`src/rtl/alu_result_accumulator_27bits_18bits_if.sv`:
```
// Bus between the 27|18-bit SIMD ALU and its P-register/accumulator stage.
// master: ALU side (drives sum, carries, frame control); slave: accumulator.
interface alu_result_accumulator_27bits_18bits_if #(
    parameter int unsigned WIDTH_LO = 27,
    parameter int unsigned WIDTH_HI = 18,
    parameter int unsigned CNT_W    = 8
);
    localparam int unsigned WIDTH = WIDTH_LO + WIDTH_HI;

    logic             in_valid;
    logic             clear_acc;
    logic             USE_SIMD;
    logic [CNT_W-1:0] acc_len;
    logic [WIDTH-1:0] S;
    logic [3:0]       result_SIMD_carry_out;
    logic [WIDTH-1:0] pattern;
    logic [WIDTH-1:0] pattern_mask;
    logic [WIDTH-1:0] W_fb;
    logic [WIDTH-1:0] P;
    logic             out_valid;
    logic             out_last;
    logic [1:0]       overflow;
    logic [CNT_W-1:0] beat_cnt;
    logic             pattern_match;

    modport master (
        output in_valid, clear_acc, USE_SIMD, acc_len, S, result_SIMD_carry_out,
               pattern, pattern_mask,
        input  W_fb, P, out_valid, out_last, overflow, beat_cnt, pattern_match
    );

    modport slave (
        input  in_valid, clear_acc, USE_SIMD, acc_len, S, result_SIMD_carry_out,
               pattern, pattern_mask,
        output W_fb, P, out_valid, out_last, overflow, beat_cnt, pattern_match
    );
endinterface

```
`src/rtl/alu_result_accumulator_27bits_18bits.sv`:
```
// P-register/accumulator behind the 27|18 SIMD ALU: frames of acc_len beats, W feedback, sticky overflow.
// Optional pattern detect on each accepted beat when ALU_ACC_PATTERN_DETECT_EN is defined.
module alu_result_accumulator_27bits_18bits #(
    parameter int unsigned WIDTH_LO = 27,
    parameter int unsigned WIDTH_HI = 18,
    parameter int unsigned CNT_W    = 8
) (
    input  logic clk,
    input  logic reset,
    alu_result_accumulator_27bits_18bits_if.slave bus
);
    localparam int unsigned WIDTH = WIDTH_LO + WIDTH_HI;

    typedef enum logic {IDLE, ACCUM} state_e;

    state_e           state_q, state_d;
    logic [WIDTH-1:0] p_q, p_d;
    logic [CNT_W-1:0] cnt_q, cnt_d;
    logic [CNT_W-1:0] len_q, len_d;
    logic             mode_q, mode_d;
    logic [1:0]       ovf_q, ovf_d;
    logic             valid_q, valid_d;
    logic             match_q, match_d;

    logic [CNT_W-1:0] eff_len_c;
    logic             beat_mode_c;
    logic [1:0]       beat_ovf_c;
    logic             match_c;

    // Low-segment carry only counts in two-lane mode; mode is frozen at frame start.
    always_comb begin
        eff_len_c   = (bus.acc_len == '0) ? CNT_W'(1) : bus.acc_len;
        beat_mode_c = (state_q == IDLE) ? bus.USE_SIMD : mode_q;
        beat_ovf_c  = {bus.result_SIMD_carry_out[3],
                       beat_mode_c & bus.result_SIMD_carry_out[1]};
    end

`ifdef ALU_ACC_PATTERN_DETECT_EN
    assign match_c = &((bus.S ~^ bus.pattern) | bus.pattern_mask);
`else
    logic unused_pattern;
    assign match_c        = 1'b0;
    assign unused_pattern = ^{bus.pattern, bus.pattern_mask};
`endif

    logic unused_carry;
    assign unused_carry = bus.result_SIMD_carry_out[0] ^ bus.result_SIMD_carry_out[2];

    always_comb begin
        state_d = state_q;
        p_d     = p_q;
        cnt_d   = cnt_q;
        len_d   = len_q;
        mode_d  = mode_q;
        ovf_d   = ovf_q;
        valid_d = 1'b0;
        match_d = match_q;

        if (bus.clear_acc) begin
            state_d = IDLE;
            p_d     = '0;
            cnt_d   = '0;
            ovf_d   = '0;
            match_d = 1'b0;
        end else if (bus.in_valid) begin
            p_d     = bus.S;
            match_d = match_c;
            if (state_q == IDLE) begin
                mode_d = bus.USE_SIMD;
                ovf_d  = beat_ovf_c;
                len_d  = eff_len_c;
                if (eff_len_c == CNT_W'(1)) begin
                    valid_d = 1'b1;
                    cnt_d   = '0;
                end else begin
                    cnt_d   = CNT_W'(1);
                    state_d = ACCUM;
                end
            end else begin
                ovf_d = ovf_q | beat_ovf_c;
                // cnt_q counts beats already taken, so this is the frame's last beat.
                if (cnt_q == len_q - CNT_W'(1)) begin
                    valid_d = 1'b1;
                    cnt_d   = '0;
                    state_d = IDLE;
                end else begin
                    cnt_d = cnt_q + CNT_W'(1);
                end
            end
        end
    end

    always_ff @(posedge clk or posedge reset) begin
        if (reset) begin
            state_q <= IDLE;
            p_q     <= '0;
            cnt_q   <= '0;
            len_q   <= CNT_W'(1);
            mode_q  <= 1'b0;
            ovf_q   <= '0;
            valid_q <= 1'b0;
            match_q <= 1'b0;
        end else begin
            state_q <= state_d;
            p_q     <= p_d;
            cnt_q   <= cnt_d;
            len_q   <= len_d;
            mode_q  <= mode_d;
            ovf_q   <= ovf_d;
            valid_q <= valid_d;
            match_q <= match_d;
        end
    end

    // Feedback is taken straight from the P register so the ALU loop closes in one cycle.
    assign bus.W_fb          = (state_q == ACCUM) ? p_q : '0;
    assign bus.P             = p_q;
    assign bus.out_valid     = valid_q;
    assign bus.out_last      = valid_q;
    assign bus.overflow      = ovf_q;
    assign bus.beat_cnt      = cnt_q;
    assign bus.pattern_match = match_q;
endmodule

```
`src/flat_wrapper.sv`:
```
// flat-port wrapper written by rule: the top's interface ports become plain ports
module alu_result_accumulator_27bits_18bits_flat 
#(
    parameter int unsigned WIDTH_LO = 27,
    parameter int unsigned WIDTH_HI = 18,
    parameter int unsigned CNT_W    = 8
)
  (clk, reset, bus_in_valid, bus_clear_acc, bus_USE_SIMD, bus_acc_len, bus_S, bus_result_SIMD_carry_out, bus_pattern, bus_pattern_mask, bus_W_fb, bus_P, bus_out_valid, bus_out_last, bus_overflow, bus_beat_cnt, bus_pattern_match);
  alu_result_accumulator_27bits_18bits_if #(.WIDTH_LO(WIDTH_LO), .WIDTH_HI(WIDTH_HI), .CNT_W(CNT_W)) bus_i ();
  input  logic clk;
  input  logic reset;
  input wire logic [$bits(bus_i.in_valid)-1:0] bus_in_valid;
  input wire logic [$bits(bus_i.clear_acc)-1:0] bus_clear_acc;
  input wire logic [$bits(bus_i.USE_SIMD)-1:0] bus_USE_SIMD;
  input wire logic [$bits(bus_i.acc_len)-1:0] bus_acc_len;
  input wire logic [$bits(bus_i.S)-1:0] bus_S;
  input wire logic [$bits(bus_i.result_SIMD_carry_out)-1:0] bus_result_SIMD_carry_out;
  input wire logic [$bits(bus_i.pattern)-1:0] bus_pattern;
  input wire logic [$bits(bus_i.pattern_mask)-1:0] bus_pattern_mask;
  output wire logic [$bits(bus_i.W_fb)-1:0] bus_W_fb;
  output wire logic [$bits(bus_i.P)-1:0] bus_P;
  output wire logic [$bits(bus_i.out_valid)-1:0] bus_out_valid;
  output wire logic [$bits(bus_i.out_last)-1:0] bus_out_last;
  output wire logic [$bits(bus_i.overflow)-1:0] bus_overflow;
  output wire logic [$bits(bus_i.beat_cnt)-1:0] bus_beat_cnt;
  output wire logic [$bits(bus_i.pattern_match)-1:0] bus_pattern_match;
  assign bus_i.in_valid = bus_in_valid;
  assign bus_i.clear_acc = bus_clear_acc;
  assign bus_i.USE_SIMD = bus_USE_SIMD;
  assign bus_i.acc_len = bus_acc_len;
  assign bus_i.S = bus_S;
  assign bus_i.result_SIMD_carry_out = bus_result_SIMD_carry_out;
  assign bus_i.pattern = bus_pattern;
  assign bus_i.pattern_mask = bus_pattern_mask;
  assign bus_W_fb = bus_i.W_fb;
  assign bus_P = bus_i.P;
  assign bus_out_valid = bus_i.out_valid;
  assign bus_out_last = bus_i.out_last;
  assign bus_overflow = bus_i.overflow;
  assign bus_beat_cnt = bus_i.beat_cnt;
  assign bus_pattern_match = bus_i.pattern_match;
  alu_result_accumulator_27bits_18bits #(.WIDTH_LO(WIDTH_LO), .WIDTH_HI(WIDTH_HI), .CNT_W(CNT_W)) u_core (.clk(clk), .reset(reset), .bus(bus_i));
endmodule
```
`config.mk`:
```
export PLATFORM = sky130hd
export DESIGN_NAME = alu_result_accumulator_27bits_18bits_flat
export DESIGN_NICKNAME = d
export VERILOG_FILES = /design/src/rtl/alu_result_accumulator_27bits_18bits_if.sv /design/src/rtl/alu_result_accumulator_27bits_18bits.sv /design/src/flat_wrapper.sv
export SDC_FILE = /design/constraint.sdc
export NUM_CORES = 1
export LEC_CHECK = 0
export CAP_MARGIN = 20
export CORE_UTILIZATION = 32
export CTS_BUF_LIST = sky130_fd_sc_hd__clkbuf_4
export CTS_CLUSTER_SIZE = 25
export DETAILED_ROUTE_END_ITERATION = 12
export HOLD_SLACK_MARGIN = 0.06
export PLACE_DENSITY = 0.9
export SETUP_SLACK_MARGIN = 0.2
export SLEW_MARGIN = 10
export SYNTH_ARGS = -nofsm -noshare
export SYNTH_HDL_FRONTEND = slang
export SYNTH_SLANG_ARGS = --single-unit
```
`constraint.sdc`:
```
create_clock -name clk -period 2.58 [get_ports clk]
set_clock_uncertainty 0.2 [all_clocks]
set_input_delay 0.516 -clock clk [delete_from_list [all_inputs] [get_ports clk]]
set_output_delay 0.516 -clock clk [all_outputs]
set_load 0.005 [all_outputs]
```
### Word-level counts from Yosys, hierarchy flattened

Index checks and enable logic that the tools add are counted.

| operators by class | value |
|---|---|
| bitwise operators | 4 |
| reductions and logical operators | 4 |
| add/sub/neg operators | 2 |
| equality and inequality tests | 2 |
| mux-type cells | 25 |

Operators by type and width:

| cell | count |
|---|---|
| $mux 45 | 3 |
| $mux 8 | 5 |
| $mux 1 | 14 |
| $add 8x1->8 const B | 1 |
| $eq 8x1->1 const B | 1 |
| $eq 8x8->1 | 1 |
| $logic_not 8->1 | 1 |
| $sub 8x1->8 const B | 1 |
| $mux 2 | 3 |
| $reduce_and 3->1 | 1 |
| $not 1->1 | 2 |
| $or 2x2->2 | 1 |
| $reduce_and 2->1 | 1 |
| $reduce_bool 2->1 | 1 |
| $and 1x1->1 | 1 |

| storage, ports and cells | value |
|---|---|
| flip-flop bits (word level) | 67 |
| word-level logic and storage cells | 45 |
| output and inout bits | 103 |
| bits of input ports | 152 |

### Depth between registers and ports, before layout

Gate-level depths: netlist of run 1.

| depth | value |
|---|---|
| depth in word-level cells | 7 |
| depth in mapped cells | 9 |
| gate-level depth less buffers | 8 |

### Least setup slack after synthesis of run 1

OpenSTA, ideal clock, no wires.

| timing path | value |
|---|---|
| path kind | flip-flop to flip-flop |
| start | reg u_core.len_q[0] |
| end | reg u_core.cnt_q[6] (netlist: u_core.bus.beat_cnt[6]) |
| library setup time | 0.121 ns |
| data required time | 2.259 ns |
| cell stages (with the launch flop) | 10 |
| arrival time | 2.107 ns |
| setup slack | 0.152 ns |
| cell sequence | dfstp_2 -> inv_1 -> ha_1 -> xnor2_1 -> a211oi_2 -> o221ai_2 -> o41ai_2 -> buf_4 -> o22ai_1 -> a22o_1 |

| between the ends | value |
|---|---|
| cells in the longest elaborated chain, start to end | 6 |

Ends and longest elaborated chain:

| item | RTL line | RTL |
|---|---|---|
| start: declaration | alu_result_accumulator_27bits_18bits.sv:19 | `logic [CNT_W-1:0] len_q, len_d;` |
| start signal: assignment | alu_result_accumulator_27bits_18bits.sv:107 | `len_q <= len_d;` |
| $sub 8x1->8 | alu_result_accumulator_27bits_18bits.sv:82 | `if (cnt_q == len_q - CNT_W'(1)) begin` |
| $eq 8x8->1 | alu_result_accumulator_27bits_18bits.sv:82 |  |
| $mux 8 | alu_result_accumulator_27bits_18bits.sv:82 |  |
| $mux 8 | alu_result_accumulator_27bits_18bits.sv:68 | `if (state_q == IDLE) begin` |
| $mux 8 | alu_result_accumulator_27bits_18bits.sv:65 | `end else if (bus.in_valid) begin` |
| $mux 8 | alu_result_accumulator_27bits_18bits.sv:59 | `if (bus.clear_acc) begin` |
| end signal: assignment | alu_result_accumulator_27bits_18bits.sv:106 | `cnt_q <= cnt_d;` |
| end: declaration | alu_result_accumulator_27bits_18bits.sv:18 | `logic [CNT_W-1:0] cnt_q, cnt_d;` |

No other way between the ends. The select of a mux whose other input is x is not followed.
A chain may end at the register's enable or synchronous reset.

### Final worst setup path of run 1

| timing path | value |
|---|---|
| start | reg u_core.len_q[0] |
| end | reg u_core.cnt_q[3] (netlist: u_core.bus.beat_cnt[3]) |

Same word-level chain as after synthesis.

==> results.py, run 1 <==
metrics = {
    "route": {
        "total_iterations_of_the_first_detailed_routing_run": 4,
        "first_iter_violations": 83,
        "drc": 0,
        "detail-route-antenna-nets": 0,
        "vias": 3030,
        "route.detailed.vias_per_inst": 4.787,
        "wl_per_cell_um": 15.07,
        "totalWireLength_um": 9542,
    },
    "timing": {
        "rsz0062_at_grt": "yes",
        "timing.final.max_slew_violations": 0,
        "totalNegativeSetupSlack_ns": 0,
        "setup_viol": 0,
        "final_hold_viol_count": 0,
        "fin_hold_ws_ns": 0.2175,
        "fmax_mhz": 410.7,
        "finalCriticalPeriod_ns": 2.435,
        "timing.final.crit_share": 0.9438,
    },
    "global_route": {
        "grt_max_degree": 47,
        "grt_pass1_vias": 3152,
        "antenna_found_initial": 0,
        "grtUsageTotal": 0.1783,
        "grt_pass1_wl_um": 15610,
        "grt_overflow_total": 0,
    },
    "die": {
        "die_h_um": 104.3,
        "coreArea_sq_um": 9955,
        "top_level_ports": 255,
        "dieWidth_um": 104.3,
        "die_area_sq_um": 10880,
        "start_util": 0.3366,
        "total_number_of_placement_rows": 36,
    },
    "clock_network": {
        "insertion_delay_ns": 0.39,
        "cts_max_path_buffers": 2,
        "number_of_clock_sinks_seen_by_cts": 66,
        "cts_max_level": 3,
        "tritoncts": "yes",
        "numCtsBuffers": 9,
        "cts-root-buf": "clkbuf_4",
        "clk_pin_slew_worst_paths_ns": 0.12,
    },
    "logic_synthesis": {
        "syn_nets": 479,
        "synth_top_cells_by_area": "dfrtp_1 49%, mux2i_1 14%, and2_1 8.6%",
        "ys_types": 45,
        "compound_cell_area_share_of_the_yosys_netlist": 0.05713,
        "synthTopCellsByCount": "65 x dfrtp_1, 54 x nor2_1, 48 x mux2i_1, 46 x and2_1, 16 x clkbuf_1",
        "synth_warnings": 0,
        "post_synth_mux_area_share": 0.1669,
        "synth_edf_count": 0,
        "seq_area_frac_synth": 0.4933,
        "postSynthAreaPerCell_sq_um": 10.31,
        "synth_top_cell_area_share": 0.4854,
        "share_of_the_synthesized_netlist_area_taken_by_xor_and_xnor_gates": 0.02614,
        "synth_top_family_by_area": "simple AND/OR/NAND/NOR gates",
        "synth_ff_type": "dfrtp_1",
        "yosysTopAreaCell": "dfrtp_1",
        "synthArstFlopShare": 1.000,
        "syn_area_sq_um": 3351,
        "register_bit_total_from_synthesis": 66,
        "synthesized_instance_count": 325,
        "synth_fa_ha_area_frac": 0.007468,
        "synth.most_common_cell": "dfrtp_1",
        "synth-simple-area-share": 0.2151,
    },
    "layout": {
        "drive_above_1_share": 0.1240,
        "layout.cells.non_filler": 633,
        "nNetsFinal": 649,
        "n_antenna_cell": 0,
        "post_layout_util": 0.5450,
        "syn_to_final_growth_pct": 61.91,
    },
    "place": {
        "final_weighted_congestion_of_routability_driven_global_placement": 0.7908,
        "place.detailed.instances": 609,
        "number_of_buffers_inserted_by_port_buffering": 161,
        "dp_hpwl_um": 6836,
    },
    "setup_path": {
        "cp-start-kind": "flip-flop",
        "worst_path_max_delay_cell": "dfstp_2",
        "critical_path_required_ns": 2.66,
        "worstPathCellList": "buf_4, or3_4, a211oi_2, o221ai_2, o41ai_2, buf_4, buf_6, or3_4, o211ai_1",
        "worstPathMaxFanout": 5,
        "data_arrival_critical_path_ns": 2.51,
        "crit_path_max_incr_delay_ns": 0.40,
        "setup.worst_path.class": "flip-flop to flip-flop",
        "critical_path.endpoint_type": "flip-flop",
    },
    "pwr": {
        "clock_power_share": 0.302,
        "power.share.combinational": 0.239,
        "share_seq_of_total_power": 0.459,
        "swShare": 0.2785,
        "leakage_nw": 2.356,
        "cellInternalPower_w": 0.001870,
        "power_density_nw_per_um2": 477.8,
        "max-vdd-ir-drop_uv": 204.6,
        "total_switching_power_w": 0.0007219,
    },
    "worst_hold_path": {
        "min_path_type": "input pin to flip-flop",
    },
    "run_status": {
        "run_status": "completed",
    },
    "job": {
        "max_cap_viol_count": 0,
    },
}
cell families (layout without fill, tap and decap cells):
group                    Yosys count  count (layout)
XOR/XNOR                          10              10
adder cells (fa/ha/maj)            2               2
flip-flops                        66              66
multiplexers                      55              55
AO/OA/AOI/OAI                     25              25
other                              1               1
buffers and inverters             26             201
AND/OR/NAND/NOR                  140             140
worst max-delay path: cells and delay by family (launching register included):
family | cells | cell delay (ns)
AOI/OAI and AO/OA | 4 | 0.79
and+or+nand+nor | 2 | 0.47
buffers and inverters | 3 | 0.46
DFF | 1 | 0.40
path summary, 6_finish.rpt:
path                                             start  slack [ns]                                  to  cells past startpoint
hold / removal                           bus_clear_acc        0.22          u_core.state_q$_DFFE_PP0P_                      2
hold reg to reg              u_core.mode_q$_DFFE_PP0P_        0.32           u_core.mode_q$_DFFE_PP0P_                      1
min in group asynchronous                        reset        0.30  u_core.bus.beat_cnt[5]$_DFFE_PP0P_                      3
setup reg to reg           u_core.len_q[0]$_DFFE_PP1P_        0.14  u_core.bus.beat_cnt[3]$_DFFE_PP0P_                      9
max in group asynchronous                        reset        1.46        u_core.bus.P[19]$_DFFE_PP0P_                      3
setup / recovery           u_core.len_q[0]$_DFFE_PP1P_        0.14  u_core.bus.beat_cnt[3]$_DFFE_PP0P_                      9
registers in the layout, summed over array words and instances, names as in the netlist:
| signal | count |
|---|---|
| u_core.bus.P | 45 |
| u_core.mode_q | 1 |
| u_core.bus.out_last | 1 |
| u_core.bus.beat_cnt | 8 |
| u_core.len_q | 8 |
| u_core.state_q | 1 |
| u_core.bus.overflow | 2 |
per-layer routing:
metal / vias to the layer above / global-route usage / part of all wire
li1: 1425 / - / -
met1: 1482 / 0.2125 / 0.42
met2: 113 / 0.3179 / 0.51
met3: 10 / 0.03822 / 0.058
met4: 0 / 0.05510 / 0.011
met5: - / 0 / 0
final cells by class:
cell class | instances | area, sq um
Clock buffer | 9 | 67.56
Multi-Input combinational cell | 233 | 1644
Sequential cell | 66 | 1654
Clock inverter | 7 | 93.84
Inverter | 4 | 15.01
Timing Repair Buffer | 181 | 1784
Tap cell | 133 | 166.4
Fill cell | 849 | 4529
power by group through the flow:
stage | logic (W) | clock network (W) | registers [W]
floorplan | 0.000273 | 0 | 0.00119
global placement | 0.000537 | 0 | 0.00120
detailed placement | 0.000559 | 0 | 0.00120
CTS | 0.000598 | 0.000813 | 0.00119
global route | 0.000671 | 0.000858 | 0.00120
finish | 0.000619 | 0.000782 | 0.00119
timing repair:
item                                   in CTS  in global routing
pin swaps                                   0                  8
endpoints found under the hold margin       0                  0
gates cloned                                0                  0
buffers inserted                            5                  3
setup endpoints to repair                  51                 54
gates resized for setup                    10                 11
hold buffers                                0                  0
cell usage in the layout (no fill, tap or decap), types with 4 or more instances in the layout:
cell / netlist / layout
o21ai_0: 7 / 7
xor2_1: 5 / 4
nand2_1: 14 / 14
clkdlybuf4s50_1: 0 / 159
mux2i_1: 48 / 48
mux2_2: 7 / 7
dfrtp_1: 65 / 64
and2_1: 46 / 46
nor2_1: 54 / 54
buf_4: 3 / 16
clkbuf_4: 0 / 9
xnor2_1: 5 / 4
metrics by stage:
stage / instance area, sq um / setup slack, ns / total power, W
2_1_floorplan: 3351 / 0.2108 / 0.001461
3_3_place_gp: 5114 / 0.04075 / 0.001735
3_5_place_dp: 5114 / 0.07303 / 0.001761
4_1_cts: 5358 / 0.1298 / 0.002598
5_1_grt: 5425 / 0.03275 / 0.002729
6_report: 5425 / 0.1449 / 0.002592
No activity file was read; power rests on OpenSTA's default activity.
==> run 2: changes to the inputs <==
--- a/config.mk
+++ b/config.mk
@@ -6,6 +6,7 @@
 export NUM_CORES = 1
 export LEC_CHECK = 0
 export CAP_MARGIN = 20
+export CORE_ASPECT_RATIO = 0.5
 export CORE_UTILIZATION = 32
 export CTS_BUF_LIST = sky130_fd_sc_hd__clkbuf_4
 export CTS_CLUSTER_SIZE = 25
==> run 2 against run 1 <==
Net effect: wire length rose by 0.96%; utilization rose by 0.89 points; combinational power fell by 0.8%; clock power fell by 17%; worst hold slack improved by 0.023 ns; first-iteration DRC count rose by 90%; critical path depth did not move; sequential power barely moved; maximum frequency rose by 0.74%.
==> results.py, run 2 (same netlist as run 1, synthesis figures left out) <==
metrics = {
    "timing": {
        "timing.final.crit_share": 0.9369,
        "finalCriticalPeriod_ns": 2.417,
        "fmax_mhz": 413.7,
        "timing.slew.headroom": 0.6691,
        "rsz0062_at_grt": "yes",
        "worstMarginPinSlew_ns": 0.4946,
        "fin_hold_ws_ns": 0.2402,
        "setup_viol": 0,
        "totalNegativeSetupSlack_ns": 0,
        "timing.final.max_slew_violations": 0,
        "final_hold_viol_count": 0,
    },
    "setup_path": {
        "setup.worst_path.class": "flip-flop to flip-flop",
        "r2r.worst_path.cells": 9,
        "crit_path_max_incr_delay_ns": 0.56,
        "worstPathCellList": "inv_2, ha_4, xnor2_1, a211oi_2, o221ai_2, o41ai_2, buf_4, o22ai_2, a22o_1",
        "worstSetupStartpoint": "u_core.len_q[0]$_DFFE_PP1P_",
        "data_arrival_critical_path_ns": 2.54,
        "timing.rr.start": "u_core.len_q[0]$_DFFE_PP1P_",
        "critPathTopFamily": "compound AO/OA/AOI/OAI gates",
        "critical_path_required_ns": 2.70,
        "regToRegEndpoint": "u_core.bus.beat_cnt[6]$_DFFE_PP0P_",
        "setup.reg_to_reg.worst_slack_ns": 0.16,
        "critical_path.endpoint_type": "flip-flop",
        "worst_path_max_delay_cell": "dfstp_2",
        "cp-start-kind": "flip-flop",
        "crit_buf_inv": 2,
        "worstPathMaxFanout": 6,
    },
    "die": {
        "die_h_um": 74.36,
        "coreArea_sq_um": 9791,
        "die_area_sq_um": 10910,
        "start_util": 0.3422,
        "top_level_ports": 255,
        "dieWidth_um": 146.7,
        "total_number_of_placement_rows": 25,
    },
    "worst_hold_path": {
        "hold_path_depth": 2,
        "min_path_type": "input pin to flip-flop",
        "hold-path-endpoint": "u_core.state_q$_DFFE_PP0P_",
        "hold_path_startpoint": "bus_clear_acc",
    },
    "clock_network": {
        "clk_pin_slew_worst_paths_ns": 0.12,
        "numCtsBuffers": 9,
        "insertion_delay_ns": 0.42,
        "tritoncts": "yes",
        "number_of_clock_sinks_seen_by_cts": 66,
        "cts_max_path_buffers": 2,
        "cts_max_level": 3,
        "cts-root-buf": "clkbuf_4",
    },
    "route": {
        "first_iter_violations": 158,
        "total_iterations_of_the_first_detailed_routing_run": 4,
        "wl_per_cell_um": 15.20,
        "totalWireLength_um": 9634,
        "detail-route-antenna-nets": 0,
        "vias": 2958,
        "route.detailed.vias_per_inst": 4.666,
        "drc": 0,
    },
    "layout": {
        "most-common-layout-cells": "152 x clkdlybuf4s50_1, 64 x dfrtp_1, 54 x nor2_1, 48 x mux2i_1, 46 x and2_1",
        "largest_register_ffs": 45,
        "drive_above_1_share": 0.1202,
        "nNetsFinal": 650,
        "mostFrequentLayoutCell": "clkdlybuf4s50_1",
        "n_antenna_cell": 0,
        "final_cell_area_sq_um": 5423,
        "syn_to_final_growth_pct": 61.84,
    },
    "pwr": {
        "max-vdd-ir-drop_uv": 200.7,
        "finalPower_w": 0.002447,
        "leakage_nw": 2.480,
        "power_density_nw_per_um2": 451.2,
    },
    "global_route": {
        "antenna_found_initial": 0,
        "grtUsageTotal": 0.1760,
        "grt_pass1_vias": 2944,
        "grt_max_degree": 67,
        "grt_pass1_wl_um": 14860,
        "grt_overflow_total": 0,
    },
    "run_status": {
        "run_status": "completed",
    },
    "place": {
        "placed_cell_area_sq_um": 5126,
        "final_weighted_congestion_of_routability_driven_global_placement": 0.7586,
        "number_of_buffers_inserted_by_port_buffering": 161,
        "dp_hpwl_um": 6874,
    },
    "job": {
        "max_cap_viol_count": 0,
    },
}
==> run 2: cell count changes in the layout (fill, tap and decap cells not counted), sizes merged <==
cell / previous run / this run
buf: 22 / 23
clkbuf: 9 / 10
clkinvlp: 1 / 0
clkdlybuf4s50: 159 / 152
dlymetal6s2s: 0 / 7
bufinv: 2 / 1
clkinv: 4 / 3
==> run 2: layout make-up <==
cell class / instances / area [sq um]
fill: 835 / 4368
timing repair buffer: 182 / 1837
sequential: 66 / 1654
multi-input combinational: 233 / 1628
tap: 135 / 168.9
clock buffer: 10 / 75.07
clock inverter: 4 / 45.04
inverter: 4 / 15.01
==> run 2: timing repair <==
action / in CTS / in global routing
hold buffers: 0 / 0
hold endpoints to repair: 0 / 0
setup buffers: 3 / 5
pin swaps: 7 / 4
cloned: 2 / 1
gates resized for setup: 13 / 15
setup endpoints to repair: 49 / 53
==> run 2: per-stage QoR <==
stage,setup slack (ns),utilization,cells
floorplan,0.2108,-,325
finish,0.1627,0.5539,634
detailed placement,0.02400,0.5236,609
global placement,0.1130,0.5236,609
CTS,0.1651,0.5449,628
global route,0.06253,0.5539,634
==> run 2: how the worst max path moves through the flow <==
stage	end	slack, ns	cells after the start
after floorplan	u_core.bus.P[0]$_DFFE_PP0P_	0.21	1
after global routing	u_core.bus.beat_cnt[6]$_DFFE_PP0P_	0.06	9
after CTS	bus_W_fb[15]	0.17	3
final	u_core.bus.beat_cnt[6]$_DFFE_PP0P_	0.16	9
after detailed placement	u_core.bus.beat_cnt[0]$_DFFE_PP0P_	0.02	7
after global placement	u_core.bus.beat_cnt[0]$_DFFE_PP0P_	0.11	7
==> run 2: worst reg2reg max path, cell delays in order (launching register included) <==
cell      delay [ns]
dfstp_2         0.56
inv_2           0.05
ha_4            0.20
xnor2_1         0.13
a211oi_2        0.16
o221ai_2        0.14
o41ai_2         0.41
buf_4           0.21
o22ai_2         0.08
a22o_1          0.18
==> run 2: per-layer routing <==
| metal | wire length (um) | up-vias | track usage |
|---|---|---|---|
| li1 | - | 1430 | - |
| met1 | 4124 | 1464 | 0.2103 |
| met2 | 5164 | 59 | 0.3239 |
| met3 | 286 | 5 | 0.04294 |
| met4 | 58 | 0 | 0.04745 |
| met5 | 0 | - | 0 |
==> run 2: where the power goes <==
part,switching [W],internal (W),leakage (nW)
Combinational,0.000250,0.000365,1.54
Clock,0.000357,0.000292,0.0719
Sequential,0.0000755,0.00111,0.865
Total,0.000682,0.00177,2.48
